## config.mk

```make
export PLATFORM = sky130hd
export DESIGN_NAME = mips_mc_control
export DESIGN_NICKNAME = d
export VERILOG_FILES = /design/src/rtl/mips_ctrl_pkg.sv /design/src/rtl/mips_mc_outdec.sv /design/src/rtl/mips_mc_control.sv
export SDC_FILE = /design/constraint.sdc
export NUM_CORES = 1
export LEC_CHECK = 0
export BUFFER_PORTS_ARGS = -buffer_cell sky130_fd_sc_hd__buf_2
export CAP_MARGIN = 30
export CORE_ASPECT_RATIO = 0.7
export CORE_UTILIZATION = 30
export CTS_BUF_LIST = sky130_fd_sc_hd__clkbuf_16
export CTS_CLUSTER_SIZE = 28
export DETAILED_ROUTE_END_ITERATION = 10
export PLACE_DENSITY = 0.53
export SETUP_SLACK_MARGIN = 0.05
export SYNTH_ARGS = -nofsm -noshare
export SYNTH_HDL_FRONTEND = slang
export SYNTH_SLANG_ARGS = --single-unit
export TNS_END_PERCENT = 30
```

## constraint.sdc

```tcl
create_clock -name clk -period 4.3 [get_ports clk]
set_clock_uncertainty 0.15 [all_clocks]
set_input_delay 0.215 -clock clk [delete_from_list [all_inputs] [get_ports clk]]
set_output_delay 0.215 -clock clk [all_outputs]
set_load 0.005 [all_outputs]
```

## src/rtl/mips_ctrl_pkg.sv

```systemverilog
// Shared encodings for the MIPS32 multi-cycle control path: state codes, opcodes,
// ALU operation classes and datapath mux selects.
package mips_ctrl_pkg;

    localparam logic [3:0] ST_FETCH   = 4'd0;
    localparam logic [3:0] ST_DECODE  = 4'd1;
    localparam logic [3:0] ST_MEMADR  = 4'd2;
    localparam logic [3:0] ST_MEMRD   = 4'd3;
    localparam logic [3:0] ST_MEMWB   = 4'd4;
    localparam logic [3:0] ST_MEMWR   = 4'd5;
    localparam logic [3:0] ST_EXEC_R  = 4'd6;
    localparam logic [3:0] ST_RWB     = 4'd7;
    localparam logic [3:0] ST_BRANCH  = 4'd8;
    localparam logic [3:0] ST_JUMP    = 4'd9;
    localparam logic [3:0] ST_ADDI_EX = 4'd10;
    localparam logic [3:0] ST_ORI_EX  = 4'd11;
    localparam logic [3:0] ST_IMMWB   = 4'd12;
    localparam logic [3:0] ST_TRAP    = 4'd13;

    typedef enum logic [3:0] {
        S_FETCH   = ST_FETCH,
        S_DECODE  = ST_DECODE,
        S_MEMADR  = ST_MEMADR,
        S_MEMRD   = ST_MEMRD,
        S_MEMWB   = ST_MEMWB,
        S_MEMWR   = ST_MEMWR,
        S_EXEC_R  = ST_EXEC_R,
        S_RWB     = ST_RWB,
        S_BRANCH  = ST_BRANCH,
        S_JUMP    = ST_JUMP,
        S_ADDI_EX = ST_ADDI_EX,
        S_ORI_EX  = ST_ORI_EX,
        S_IMMWB   = ST_IMMWB,
        S_TRAP    = ST_TRAP
    } state_e;

    localparam logic [5:0] OP_RTYPE = 6'h00;
    localparam logic [5:0] OP_J     = 6'h02;
    localparam logic [5:0] OP_BEQ   = 6'h04;
    localparam logic [5:0] OP_ADDI  = 6'h08;
    localparam logic [5:0] OP_ORI   = 6'h0D;
    localparam logic [5:0] OP_LW    = 6'h23;
    localparam logic [5:0] OP_SW    = 6'h2B;

    localparam logic [1:0] ALU_ADD   = 2'b00;
    localparam logic [1:0] ALU_SUB   = 2'b01;
    localparam logic [1:0] ALU_FUNCT = 2'b10;
    localparam logic [1:0] ALU_OR    = 2'b11;

    localparam logic [1:0] SRCB_B      = 2'b00;
    localparam logic [1:0] SRCB_FOUR   = 2'b01;
    localparam logic [1:0] SRCB_IMM    = 2'b10;
    localparam logic [1:0] SRCB_IMM_SH = 2'b11;

    localparam logic [1:0] PCSRC_ALU    = 2'b00;
    localparam logic [1:0] PCSRC_ALUOUT = 2'b01;
    localparam logic [1:0] PCSRC_JUMP   = 2'b10;

    typedef struct packed {
        logic       pc_write;
        logic       pc_write_cond;
        logic       i_or_d;
        logic       mem_read;
        logic       mem_write;
        logic       ir_write;
        logic       reg_write;
        logic       reg_dst;
        logic       mem_to_reg;
        logic       alu_src_a;
        logic [1:0] alu_src_b;
        logic       imm_zext;
        logic [1:0] alu_op;
        logic [1:0] pc_source;
    } ctrl_t;

endpackage

```

## src/rtl/mips_mc_outdec.sv

```systemverilog
// Combinational state-to-control decoder; only FETCH looks at mem_ready so the
// instruction register and PC update in the cycle the fetch completes.
module mips_mc_outdec
    import mips_ctrl_pkg::*;
(
    input  state_e     state,
    input  logic       mem_ready,
    output ctrl_t      ctrl
);

    always_comb begin
        ctrl = '0;
        case (state)
            S_FETCH: begin
                ctrl.mem_read  = 1'b1;
                ctrl.ir_write  = mem_ready;
                ctrl.pc_write  = mem_ready;
                ctrl.alu_src_b = SRCB_FOUR;
                ctrl.alu_op    = ALU_ADD;
                ctrl.pc_source = PCSRC_ALU;
            end
            S_DECODE: begin
                ctrl.alu_src_b = SRCB_IMM_SH;
                ctrl.alu_op    = ALU_ADD;
            end
            S_MEMADR, S_ADDI_EX: begin
                ctrl.alu_src_a = 1'b1;
                ctrl.alu_src_b = SRCB_IMM;
                ctrl.alu_op    = ALU_ADD;
            end
            S_MEMRD: begin
                ctrl.i_or_d   = 1'b1;
                ctrl.mem_read = 1'b1;
            end
            S_MEMWB: begin
                ctrl.reg_write  = 1'b1;
                ctrl.mem_to_reg = 1'b1;
            end
            S_MEMWR: begin
                ctrl.i_or_d    = 1'b1;
                ctrl.mem_write = 1'b1;
            end
            S_EXEC_R: begin
                ctrl.alu_src_a = 1'b1;
                ctrl.alu_src_b = SRCB_B;
                ctrl.alu_op    = ALU_FUNCT;
            end
            S_RWB: begin
                ctrl.reg_write = 1'b1;
                ctrl.reg_dst   = 1'b1;
            end
            S_ORI_EX: begin
                ctrl.alu_src_a = 1'b1;
                ctrl.alu_src_b = SRCB_IMM;
                ctrl.imm_zext  = 1'b1;
                ctrl.alu_op    = ALU_OR;
            end
            S_IMMWB: begin
                ctrl.reg_write = 1'b1;
            end
            // beq compares A-B; the target was computed into ALUOut during DECODE
            S_BRANCH: begin
                ctrl.alu_src_a     = 1'b1;
                ctrl.alu_src_b     = SRCB_B;
                ctrl.alu_op        = ALU_SUB;
                ctrl.pc_source     = PCSRC_ALUOUT;
                ctrl.pc_write_cond = 1'b1;
            end
            S_JUMP: begin
                ctrl.pc_source = PCSRC_JUMP;
                ctrl.pc_write  = 1'b1;
            end
            default: ctrl = '0;
        endcase
    end

endmodule

```

## src/rtl/mips_mc_control.sv

```systemverilog
// Multi-cycle MIPS32 main control: state register, next-state logic, opcode latch
// and sticky illegal-opcode flag; output decoding lives in mips_mc_outdec.
module mips_mc_control
    import mips_ctrl_pkg::*;
#(
    parameter bit IGNORE_ILLEGAL = 1'b0
) (
    input  logic       clk,
    input  logic       rst,
    input  logic [5:0] opcode,
    input  logic       zero,
    input  logic       mem_ready,
    output logic       pc_write_en,
    output logic       i_or_d,
    output logic       mem_read,
    output logic       mem_write,
    output logic       ir_write,
    output logic       reg_write,
    output logic       reg_dst,
    output logic       mem_to_reg,
    output logic       alu_src_a,
    output logic [1:0] alu_src_b,
    output logic       imm_zext,
    output logic [1:0] alu_op,
    output logic [1:0] pc_source,
    output logic       illegal_op,
    output logic [3:0] state
);

    state_e     state_q, state_d;
    logic [5:0] opcode_q, opcode_d;
    logic       illegal_q, illegal_d;
    ctrl_t      ctrl;

    always_comb begin
        state_d   = state_q;
        opcode_d  = opcode_q;
        illegal_d = illegal_q;
        case (state_q)
            S_FETCH:   if (mem_ready) state_d = S_DECODE;
            S_DECODE: begin
                opcode_d = opcode;
                case (opcode)
                    OP_RTYPE:     state_d = S_EXEC_R;
                    OP_LW, OP_SW: state_d = S_MEMADR;
                    OP_BEQ:       state_d = S_BRANCH;
                    OP_ADDI:      state_d = S_ADDI_EX;
                    OP_ORI:       state_d = S_ORI_EX;
                    OP_J:         state_d = S_JUMP;
                    default:      state_d = IGNORE_ILLEGAL ? S_FETCH : S_TRAP;
                endcase
            end
            // only lw and sw can reach MEMADR, so the latched opcode picks the access
            S_MEMADR: begin
                if (opcode_q == OP_LW)      state_d = S_MEMRD;
                else if (opcode_q == OP_SW) state_d = S_MEMWR;
                else                        state_d = S_FETCH;
            end
            S_MEMRD:   if (mem_ready) state_d = S_MEMWB;
            S_MEMWR:   if (mem_ready) state_d = S_FETCH;
            S_MEMWB:   state_d = S_FETCH;
            S_EXEC_R:  state_d = S_RWB;
            S_RWB:     state_d = S_FETCH;
            S_ADDI_EX: state_d = S_IMMWB;
            S_ORI_EX:  state_d = S_IMMWB;
            S_IMMWB:   state_d = S_FETCH;
            S_BRANCH:  state_d = S_FETCH;
            S_JUMP:    state_d = S_FETCH;
            S_TRAP:    state_d = S_TRAP;
            default:   state_d = S_FETCH;
        endcase
        if (state_d == S_TRAP) illegal_d = 1'b1;
    end

    always_ff @(posedge clk) begin
        if (rst) begin
            state_q   <= S_FETCH;
            opcode_q  <= '0;
            illegal_q <= 1'b0;
        end else begin
            state_q   <= state_d;
            opcode_q  <= opcode_d;
            illegal_q <= illegal_d;
        end
    end

    mips_mc_outdec u_outdec (
        .state     (state_q),
        .mem_ready (mem_ready),
        .ctrl      (ctrl)
    );

    // Reset masks every output so no write enable can fire in the reset cycle
    always_comb begin
        pc_write_en = 1'b0;
        i_or_d      = 1'b0;
        mem_read    = 1'b0;
        mem_write   = 1'b0;
        ir_write    = 1'b0;
        reg_write   = 1'b0;
        reg_dst     = 1'b0;
        mem_to_reg  = 1'b0;
        alu_src_a   = 1'b0;
        alu_src_b   = 2'b00;
        imm_zext    = 1'b0;
        alu_op      = 2'b00;
        pc_source   = 2'b00;
        illegal_op  = 1'b0;
        state       = ST_FETCH;
        if (!rst) begin
            pc_write_en = ctrl.pc_write | (ctrl.pc_write_cond & zero);
            i_or_d      = ctrl.i_or_d;
            mem_read    = ctrl.mem_read;
            mem_write   = ctrl.mem_write;
            ir_write    = ctrl.ir_write;
            reg_write   = ctrl.reg_write;
            reg_dst     = ctrl.reg_dst;
            mem_to_reg  = ctrl.mem_to_reg;
            alu_src_a   = ctrl.alu_src_a;
            alu_src_b   = ctrl.alu_src_b;
            imm_zext    = ctrl.imm_zext;
            alu_op      = ctrl.alu_op;
            pc_source   = ctrl.pc_source;
            illegal_op  = illegal_q;
            state       = state_q;
        end
    end

endmodule

```

==> results of run 1 <==
-- where the power goes --
part	total, mW	internal [mW]	leakage [nW]	switching [mW]
sequential	0.183	0.130	0.0896	0.0532
clock	0.167	0.122	0.0423	0.0447
combinational	0.294	0.123	0.380	0.171
total	0.643	0.374	0.511	0.269
-- synth_stat cells (all sizes together) (2+ instances only) --
| master | instances | area share |
|---|---|---|
| inv | 5 | 0.019 |
| dfxtp | 11 | 0.22 |
| nand2 | 22 | 0.085 |
| nor2 | 15 | 0.075 |
| nor2b | 9 | 0.064 |
| or3 | 3 | 0.019 |
| nand2b | 2 | 0.013 |
| and3b | 2 | 0.018 |
| xor2 | 2 | 0.018 |
| nor3 | 10 | 0.050 |
| a21oi | 13 | 0.065 |
| o21ai | 9 | 0.049 |
| buf | 8 | 0.060 |
| o41ai | 2 | 0.033 |
-- layout make-up --
class / count / area (um^2)
fill: 332 / 1958
multi-input combinational: 111 / 695.7
sequential: 11 / 220.2
timing repair buffer: 30 / 150.1
clock buffer: 3 / 75.07
tap: 38 / 47.55
inverter: 5 / 18.77
clock inverter: 1 / 3.754
-- state kept, by name (all words and copies together) (netlist names) --
register   flops
opcode_q       6
illegal_q      1
state_q        4
-- stage by stage --
stage / worst slack [ns] / power, mW
floorplan: 2.641 / 0.4205
global placement: 2.187 / 0.4779
detailed placement: 2.142 / 0.4771
CTS: 2.110 / 0.6455
global route: 1.978 / 0.6928
finish: 2.112 / 0.6429
-- metal layers --
layer,GRT usage,wire length (um),up-vias
li1,-,-,531
met1,0.2205,1241,486
met2,0.2147,1167,15
met3,0.05020,125,0
met4,0.02000,0,0
met5,0,0,-
-- worst reg2reg max path, delay by kind of cell (launching register included) --
kind / cells / cell delay, ns
AO/OA/AOI/OAI: 3 / 0.68
flip-flops: 1 / 0.67
AND/OR/NAND/NOR: 2 / 0.50
-- cell families (layout without fill, tap and decap cells) --
family / count (synthesis) / count (layout) / share of synthesized area
and+or+nand+nor: 75 / 75 / 0.4399
AOI/OAI and AO/OA: 33 / 33 / 0.2306
buffers and inverters: 14 / 39 / 0.08270
DFF: 11 / 11 / 0.2206
xor gates and xnor gates: 3 / 3 / 0.02632
-- how the worst max path moves through the flow --
stage,startpoint,end,slack (ns),cells after the start
2_1_floorplan,state_q[2],illegal_q,2.64,7
3_3_place_gp,state_q[2],state_q[2],2.19,5
3_5_place_dp,state_q[2],state_q[2],2.14,5
4_1_cts,state_q[3],alu_op[0],2.11,4
5_1_grt,state_q[2],state_q[2],1.98,5
6_report,state_q[3],alu_op[0],2.11,4
==> results.txt, run 1 <==
The flow ran to the end, and the final reports show no timing, DRC or antenna violations. The average cell area after synthesis is 7.342 um^2, and the worst path arrival time is 1.82 ns. No sink is reached through more buffers than the 2 on the longest clock path.

The tools report the all-layer global routing usage as 0.1503. Launch point of the worst hold path: opcode[0]. The number of nets in the final layout was 172; the number of warning messages in the yosys log was 0. The terminus of the critical flop-to-flop path was illegal_q. Sum of routed wire length over all layers: 2534 um.

The clock buffer count from CTS is 3. The top flip-flop cell by instance count after synthesis was dfxtp_1. The number of antenna violations at the first check in global routing is 0, and the fmax is 457.1 MHz. Setup repair after global routing left no endpoint under its margin. The starting density of the core came out at 0.3150.

The number of buffers added to fix hold violations after cts is 0. Among all stages on the critical path, the largest delay is contributed by dfxtp_1. The post-synthesis instance area is 998.5 um^2, and the maximum number of pins on one net before global-route repair is 21. The pre-antenna-repair detailed-routing pass consisted of 4 iterations.

The tightest min-delay check is of the in2reg type. Post-CTS repair changed the size of 0 cells. The logs give 0.6179 for the worst-case headroom to the max-slew limit and 0 for the detailed-route DRC error count. Of all nets on the critical path, the largest fanout is 9.

The shortest clock period the worst path allows after layout is 2.188 ns, and the area of all placed cells without fillers is 1211 um^2. Growth of design area from synthesis to finish: 21.30%. The number of buffers and inverters on the critical path is 2. For the critical path data required time, the log shows 3.93 ns. The run gives 0.2079 mV as the peak supply drop. The critical setup path kind was reg2out. The final count of negative-setup-slack endpoints was 0; the setup fix buffers added after clock tree synthesis was 0. The library cells used most frequently in the layout, excluding fill and tap cells, are buf_2 (30), nand2_1 (21), nor2_1 (13), a21oi_1 (13), dfxtp_1 (11). The period utilization is 0.5087. The most common cell after layout, fill and taps aside was buf_2. The largest single stage delay on the critical path is 0.50 ns. For the cell total after placement, the log shows 195. Setup slack on the worst reg-to-reg path comes out at 2.16 ns.

The number of routed nets with antenna violations was 0. The transition at the pin with the smallest max-transition slack came out at 0.5724 ns. The synthesized design contains 11 register bits.

The die covers 3567 um^2. The die span in x was 70.96 um; the total I/O pin count was 31. Across the run, the number of max-cap violations was 0. Post-synth net total: 146.

The path with the worst hold slack has its endpoint at opcode_q[0]. For the total overflow reported by the global router, the log shows 0. The static leakage was 0.5114 nW; the number of H-tree levels was 1. Fraction of layout instances using a drive strength above 1: 0.2857. The CTS clock-pin slew for the worst setup and hold paths is 0.04 ns.

Routability-driven placement finished with a final weighted congestion of 0.8296. The kind of end point of the critical path is an output pin. The final antenna diode count was 0. The run gives 0.2206 as the share of synthesized area occupied by flip-flops and latches.

The power density over the cells came out at 530.8 nW/um^2. For the worst flop-to-flop path, the logic depth is 5. The sum of negative setup slack was 0 ns.

Clock latency on the worst-skew pair, taken at its later pin, is 0.24 ns. For the number of vias after detailed routing, the log shows 1032. The floorplan step set the die height to 50.27 um. The average wire per cell in the routed design works out to 12.73 um. TritonCTS built the clock tree.

The root buffer cell was clkbuf_16. The cell count of the worst hold path is 3. The synthesized design contains 0 enable-type register cells. Using the TritonRoute via totals, the vias-per-cell ratio works out to 5.186. The synthesized netlist contains 46 unique library cells.

The cell area reported after detailed placement is 1132 um^2. Traced cell by cell, the critical path runs through inv_1 -> or3_1 -> nor3_1 -> buf_2. The first global-routing pass estimated 4229 um of wire. For the estimated wirelength of the detail-placed design, the log shows 1981 um. After floorplanning, the core was divided into 17 placement rows. In this run the tool buffered the top-level ports with 30 buffer cells. The startpoint identified for the worst register-to-register timing path is state_q[2]. The final instance count without filler cells is 199, and the violation count after the first detailed-route iteration is 32.

The tools report the core outline area as 3169 um^2. The fraction of the core area covered by cells at the end of the flow came out at 0.3822. Family with the most delay on the worst path: simple AND/OR/NAND/NOR gates.

The final count of hold timing violations is 0, and the fraction of synthesis flops using an asynchronous set or reset pin is 0. Synthesis produced a netlist whose cell count is 136. The logs give 877 for the number of global-route vias before repair and 0 for the count of final max-slew check failures.

The type of element launching the critical path is a flop. The tools report the final-layout worst hold slack as 0.1260 ns. For the clock net sink count, the log shows 11.
(Power assumes the default switching activity.)
==> run 2: changes to the inputs <==
ABC_AREA = 1   (was not set)
PLACE_DENSITY = 0.56   (was 0.53)
clock period = 2 ns   (was 4.3 ns; I/O delays follow)
==> run 2 against run 1 <==
Register-to-register slack worse by 1.8 ns. Clock power increased by 110%. Synthesized cell count increased by 8.8%. Final cell count grew 8.0%. Sequential share of layout area rose by 1.9 points. Sequential power up 45%. Cell area decreased by 9.4%. Largest cell class unchanged. Largest power group is now clock. Highest routed layer is now met4.
==> results.txt, run 2 <==
The run gives 3532 um (-16%) as the wire length of the first global-routing pass. Quantity of I/O buffers inserted on ports: 30 (unchanged). The library cell used most frequently in the layout, excluding fill and tap cells, is nand2_1. The shortest clock period the worst path allows after layout is 1.782 ns. The number of nets in the final layout is 192 (+12%). Setup repair after global routing left no endpoint under its margin. The run finished with clean final reports. In this run the most critical hold path is launched from opcode[4].

The fraction of layout instances using a drive strength above 1 is 0.2376 (-0.04815), and the total I/O pin count is 31 (unchanged). Fraction of the core area covered by cells at the end of the flow: 0.4331 (+0.05093). The logs give 15 (-2) for the total number of placement rows and 148 (+8.8%) for the number of standard cells after synthesis. The all-layer global routing usage is 0.1590 (+0.008667), and the flip-flop count of the largest register after layout is 6 (unchanged). The logs give 0 (unchanged) for the final antenna diode count and 0 (unchanged) for the detailed-route DRC error count. The die span in x is 64.57 um (-9.0%), and the number of H-tree levels is 1 (unchanged). Die area: 2957 um^2 (-17%). The sum of negative setup slack was 0 ns (unchanged). The startpoint identified for the worst register-to-register timing path is state_q[2].

The routability congestion estimate was 0.8536 (+2.9%). In the layout the commonest cells are nand2_1 (34), nor2_1 (33), buf_2 (30), inv_1 (26), dfxtp_1 (11). The worst path arrival time is 1.76 ns (-0.06 ns).

The run gives 0 (unchanged) as the final count of hold timing violations. The core outline area was 2534 um^2 (-20%); the CTS clock-pin slew for the worst setup and hold paths was 0.04 ns (about the same). The clock buffer count from CTS was 3 (unchanged); the static leakage was 0.6527 nW (+28%). The setup path with the least slack is of type in2reg.

The tools report the combined area of the multi-input logic cells as 490.5 um^2 (-29%). The share of Yosys cell area claimed by the top area cell type was 0.2679 (+0.04733). The share of synthesized area occupied by flip-flops and latches came out at 0.2679 (+0.04733). The sum of routed wire length over all layers was 2232 um (-12%); the average wire per cell in the routed design was 10.38 um (-18%). The logs give 783 (-11%) for the number of global-route vias before repair and 0 (unchanged) for the count of final max-slew check failures.

The vertical extent of the die is 45.80 um (-8.9%). Sequential cell area in the final layout: 220.2 um^2 (unchanged). The logs give 1791 um (-9.6%) for the estimated wirelength of the detail-placed design and 11 (unchanged) for the clock net sink count. The length of the first detailed-routing pass in iterations was 4 (unchanged); the maximum number of pins on one net before global-route repair was 18 (-14%). The top flip-flop cell by instance count after synthesis is dfxtp_1. The number of warning messages in the yosys log came out at 0 (unchanged).

The worst setup path is launched from an input port. Relative to the synthesized area, the layout overhead comes to 33.49%. The transition at the pin with the smallest max-transition slack came out at 0.3239 ns (-0.2485 ns). The count of maximum capacitance violations is 0 (unchanged). The largest area contributor in the synthesized netlist is dfxtp_1. Yosys attributes the largest share of cell area to dfxtp_1 (27%), nand2_1 (16%), nor2_1 (16%). Ranked by flip-flop count, first place goes to opcode_q. The worst-case headroom to the max-slew limit came out at 0.7833 (+0.1654). The detail-routed via count per cell is 4.684 (-9.7%), and the violation count after the first detailed-route iteration is 66 (+110%). The critical path data required time came out at 1.98 ns (-1.95 ns). Kind of end point of the critical path: a flop. For the maximum clock path buffer count, the log shows 2 (unchanged). The total overflow reported by the global router was 0 (unchanged). Period utilization: 0.8910. In the final layout, the registers with the most flip-flops are opcode_q x6, state_q x4, illegal_q x1. The number of antenna violations at the first check in global routing was 0 (unchanged); the power density over the cells was 746.7 nW/um^2 (+41%). The fraction of synthesis flops using an asynchronous set or reset pin was 0 (unchanged); the latest clock arrival within the worst-skew pair was 0.24 ns (about the same).

The commonest cells after synthesis are nand2_1 (34), nor2_1 (34), inv_1 (25). The register bit count reported by yosys was 11 (unchanged). The unique cell type count in the Yosys netlist came out at 22 (-52%). The final count of negative-setup-slack endpoints was 0 (unchanged); the peak fanout along the critical path was 4 (-5). The logs give 822.0 um^2 (-18%) for the post-synthesis instance area and 0.3244 (+0.009403) for the starting density of the core. The cell sitting at the root of the clock tree is a clkbuf_16. The number of flops mapped to enable cells by yosys is 0 (unchanged), and the average cell area after synthesis is 5.554 um^2 (-24%). The post-synth net total is 158 (+8.2%), and the number of vias after detailed routing is 1007 (-2.4%). The number of routed nets with antenna violations was 0 (unchanged). The most critical setup path has its startpoint at opcode[5]. TritonCTS built the clock tree.

For this run, the top clock speed supported by timing is 561.1 MHz. Peak supply drop: 0.5506 mV (+160%). The run gives 289 (-13%) as the number of fill cells. The class of the tightest hold or removal check was in2reg.
run 2: cell types whose count changed after synthesis, moves of 6 or more:
cell / previous run / this run
nor2b_1: 8 / 0
nand3_1: 1 / 7
nor2_1: 13 / 34
nand2_1: 21 / 34
inv_1: 5 / 25
nor3_1: 10 / 3
run 2: per-layer routing:
metal | global-route usage | share of wire | up-vias
met2 | 0.1979 | 0.37 | 25
li1 | - | - | 532
met5 | 0 | 0 | -
met4 | 0.04000 | 0.0054 | 0
met3 | 0.04500 | 0.054 | 2
met1 | 0.2530 | 0.57 | 448
run 2: area by class of cell:
type | instances | share of cell area
clock buffers | 3 | 0.06842
inverters | 26 | 0.08894
clock inverters | 1 | 0.003421
flip-flops and latches | 11 | 0.2007
repair buffers | 32 | 0.1528
multi-input cells | 108 | 0.4470
well taps | 34 | 0.03877
run 2: metrics by stage:
step / instances / area [um^2] / total power, mW / hold slack [ns] / setup WS (ns)
finish: 215 / 1097 / 0.8193 / 0.007647 / 0.2179
global route: 215 / 1097 / 0.8660 / 0.03573 / 0.06886
CTS: 214 / 1090 / 0.8179 / 0.009763 / 0.05773
detailed placement: 209 / 998.5 / 0.4534 / 0.2350 / 0.2828
global placement: 209 / 998.5 / 0.4540 / 0.2483 / 0.3496
floorplan: 148 / 822.0 / 0.3953 / 0.08491 / 0.6540
run 2: cell families (layout without fill, tap and decap cells):
logic type	after synthesis	in the layout	share of synthesized area
DFF	11	11	0.2679
buffers and inverters	29	62	0.1385
AOI/OAI and AO/OA	24	24	0.1705
and+or+nand+nor	84	84	0.4231
run 2: what timing repair did:
action	4_1_cts	5_1_grt
setup endpoints to repair	1	1
gates resized for setup	1	0
hold buffers	1	0
hold endpoints to repair	1	0
setup buffers	0	1
pin swaps	0	1
run 2: final timing paths:
| kind | endpoint | slack [ns] | depth (start not counted) |
|---|---|---|---|
| setup reg to reg | illegal_q | 0.35 | 10 |
| setup / recovery | illegal_q | 0.22 | 12 |
| hold reg to reg | illegal_q | 0.30 | 2 |
| hold / removal | opcode_q[4] | 0.008 | 3 |
run 2: power breakdown:
part	internal [mW]	total, mW	switching [mW]	leakage (nW)
registers	0.247	0.266	0.0187	0.0901
clock network	0.262	0.357	0.0949	0.0423
logic	0.0726	0.197	0.124	0.520
total	0.582	0.819	0.238	0.653
run 2: critical path: stages:
cell           delay (ns)
dlygate4sd3_1        0.53
buf_2                0.13
nor2_1               0.21
nand3_1              0.15
nand2_1              0.17
inv_1                0.05
nand2_1              0.07
nand2_1              0.06
nand2_1              0.10
nand2_1              0.06
nand3_1              0.08
nand2_1              0.05
==> run 3: changes to the inputs <==
==> constraint.sdc (replaced) <==
create_clock -name clk -period 2 [get_ports clk]
set_clock_uncertainty 0.15 [all_clocks]
set_input_delay 0.1 -clock clk [delete_from_list [all_inputs] [get_ports clk]]
set_output_delay 0.1 -clock clk [all_outputs]
set_load 0.02 [all_outputs]
==> run 3 against run 2 <==
Non-clock buffer count unchanged. Clock power about the same. Setup slack worse by 0.041 ns. Sequential power about the same. Count of clock-buffer cells in the layout unchanged. First-iteration DRC count up 15%. Sequential cell count unchanged. Largest power group unchanged.
==> results.txt, run 3 (synthesized netlist as in run 2, its figures left out) <==
The fraction of layout instances using a drive strength above 1 is 0.2376 (unchanged). For the worst-case headroom to the max-slew limit, the log shows 0.7930 (+0.009697). The cell with the most instances on the worst path is inv_1. The power density over the cells is 764.5 nW/um^2 (+2.4%), and the maximum number of pins on one net before global-route repair is 18 (unchanged). The run gives 0.3244 (unchanged) as the starting density of the core.

The flow ran to the end, and the final reports show no timing, DRC or antenna violations. The total power draw was 0.8427 mW (+2.8%); the buffer and inverter count on the worst path was 5 (+2). The class of the tightest hold or removal check is in2reg. TritonCTS built the clock tree. The setup slack after layout came out at 0.1773 ns (-0.04065 ns). The peak fanout along the critical path was 7 (+3). The total number of placement rows is 15 (unchanged). The root buffer cell was clkbuf_16. Final count of hold timing violations: 0 (unchanged). The master of the slowest instance on the critical path was dfxtp_1. The maximum clock path buffer count was 2 (unchanged).

Clock net sink count: 11 (unchanged). The CTS clock-pin slew for the worst setup and hold paths is 0.04 ns (about the same). The number of global-route vias before repair is 793 (+1.3%), and the period utilization is 0.9114 (+0.02033).

The critical path goes through inv_1 -> nor2_4 -> inv_1 -> nor2_4 -> inv_1 -> nand3_1 -> nand2_1 -> inv_1 -> buf_2. Detailed-route DRC error count: 0 (unchanged). Leaving out fill and tap cells, the most frequent cell in the layout is nand2_1. The number of H-tree levels is 1 (unchanged), and the critical path data required time is 1.75 ns (-0.23 ns).

The routability congestion estimate was 0.8558 (+0.26%); the total overflow reported by the global router was 0 (unchanged). The die area is 2957 um^2 (unchanged). Shortest clock period the worst path allows after layout: 1.823 ns (+0.04065 ns). Growth of design area from synthesis to finish: 34.09%.

The tools report the final count of negative-setup-slack endpoints as 0 (unchanged). Type of element launching the critical path: a flop. Kind of end point of the critical path: an output pin.

The quantity of I/O buffers inserted on ports came out at 30 (unchanged). Estimated wirelength of the detail-placed design: 1733 um (-3.2%). Leaving out fill and tap cells, the most frequent cells in the layout are nand2_1 (34), nor2_1 (33), buf_2 (30), inv_1 (26), dfxtp_1 (11).

The violation count after the first detailed-route iteration is 76 (+15%), and the stage delay of the slowest cell on the critical path is 0.38 ns (-0.15 ns). The average wire per cell in the routed design was 9.958 um (-4.1%). The flip-flop count of the largest register after layout was 6 (unchanged); the length of the first detailed-routing pass in iterations was 4 (unchanged).

Die span in x: 64.57 um (unchanged). The sum of negative setup slack was 0 ns (unchanged). The run gives 0 (unchanged) as the number of routed nets with antenna violations. The transition at the pin with the smallest max-transition slack is 0.3106 ns (-0.01335 ns), and the vertical extent of the die is 45.80 um (unchanged).

Setup repair after global routing left no endpoint under its margin. Largest register by flop count: opcode_q. The static leakage was 0.6543 nW (+0.26%); the fmax was 548.6 MHz (-2.2%).

The critical setup path kind is reg2out. The all-layer global routing usage was 0.1508 (-0.008224); the count of maximum capacitance violations was 0 (unchanged). In the final layout, the registers with the most flip-flops are opcode_q x6, state_q x4, illegal_q x1.

The tools report the final antenna diode count as 0 (unchanged). The latest clock arrival within the worst-skew pair is 0.24 ns (about the same), and the wire length of the first global-routing pass is 3408 um (-3.5%). Among cell families on the critical path, the largest total delay comes from buffers and inverters. The number of vias after detailed routing is 975 (-3.2%), and the sum of routed wire length over all layers is 2141 um (-4.1%). The detail-routed via count per cell came out at 4.535 (-3.2%). The worst slack at placement is 0.4094 ns (+0.1266 ns), and the count of final max-slew check failures is 0 (unchanged). The number of nets in the final layout was 192 (unchanged); the clock buffer count from CTS was 3 (unchanged). The fraction of the core area covered by cells at the end of the flow was 0.4351 (+0.001976); the peak supply drop was 0.4035 mV (-27%). Core outline area: 2534 um^2 (unchanged). The total I/O pin count is 31 (unchanged). The worst path arrival time came out at 1.57 ns (-0.19 ns).

For the number of antenna violations at the first check in global routing, the log shows 0 (unchanged).
==> run 3: metal layers <==
layer | vias to the layer above | global-route usage | part of all wire | wire [um]
met5 | - | 0 | 0 | 0
met4 | 0 | 0.06667 | 0.0065 | 14
met3 | 4 | 0.01500 | 0.030 | 64
met2 | 19 | 0.1958 | 0.39 | 829
met1 | 425 | 0.2410 | 0.58 | 1233
li1 | 527 | - | - | -
==> run 3: final timing paths <==
kind	start	slack [ns]	endpoint	cells past startpoint
max	state_q[0]	0.18	alu_src_b[1]	9
min	opcode[5]	0.02	opcode_q[5]	3
max reg2reg	state_q[2]	0.34	illegal_q	10
min reg2reg	illegal_q	0.30	illegal_q	2
==> run 3: per-stage QoR <==
stage	std cells	hold slack [ns]	cell area [um^2]
6_report	215	0.01647	1102
5_1_grt	215	0.03092	1102
4_1_cts	215	0.001881	1095
3_5_place_dp	210	0.2433	1006
3_3_place_gp	210	0.2388	1006
2_1_floorplan	148	0.08491	822.0
==> run 3: report_power, final <==
group	switching, mW	internal, mW
Clock	0.0922	0.262
Combinational	0.151	0.0734
Sequential	0.0172	0.247
Total	0.261	0.582
==> run 3: layout make-up <==
class / count / area, um^2
well taps: 34 / 42.54
clock inverters: 1 / 3.754
fillers: 292 / 1431
multi-input cells: 108 / 495.5
inverters: 26 / 97.59
flip-flops and latches: 11 / 220.2
clock buffers: 3 / 75.07
repair buffers: 32 / 167.7
==> run 3: tightest hold or removal path, delay by kind of cell <==
family	cells	cell delay (ns)
buf+inv	1	0.10
simple gates	2	0.16
==> run 3: timing repair <==
action | CTS | global route
gates resized for setup | 0 | 2
setup endpoints to repair | 0 | 1
endpoints found under the hold margin | 1 | 0
hold buffers | 1 | 0
buffers inserted | 0 | 0
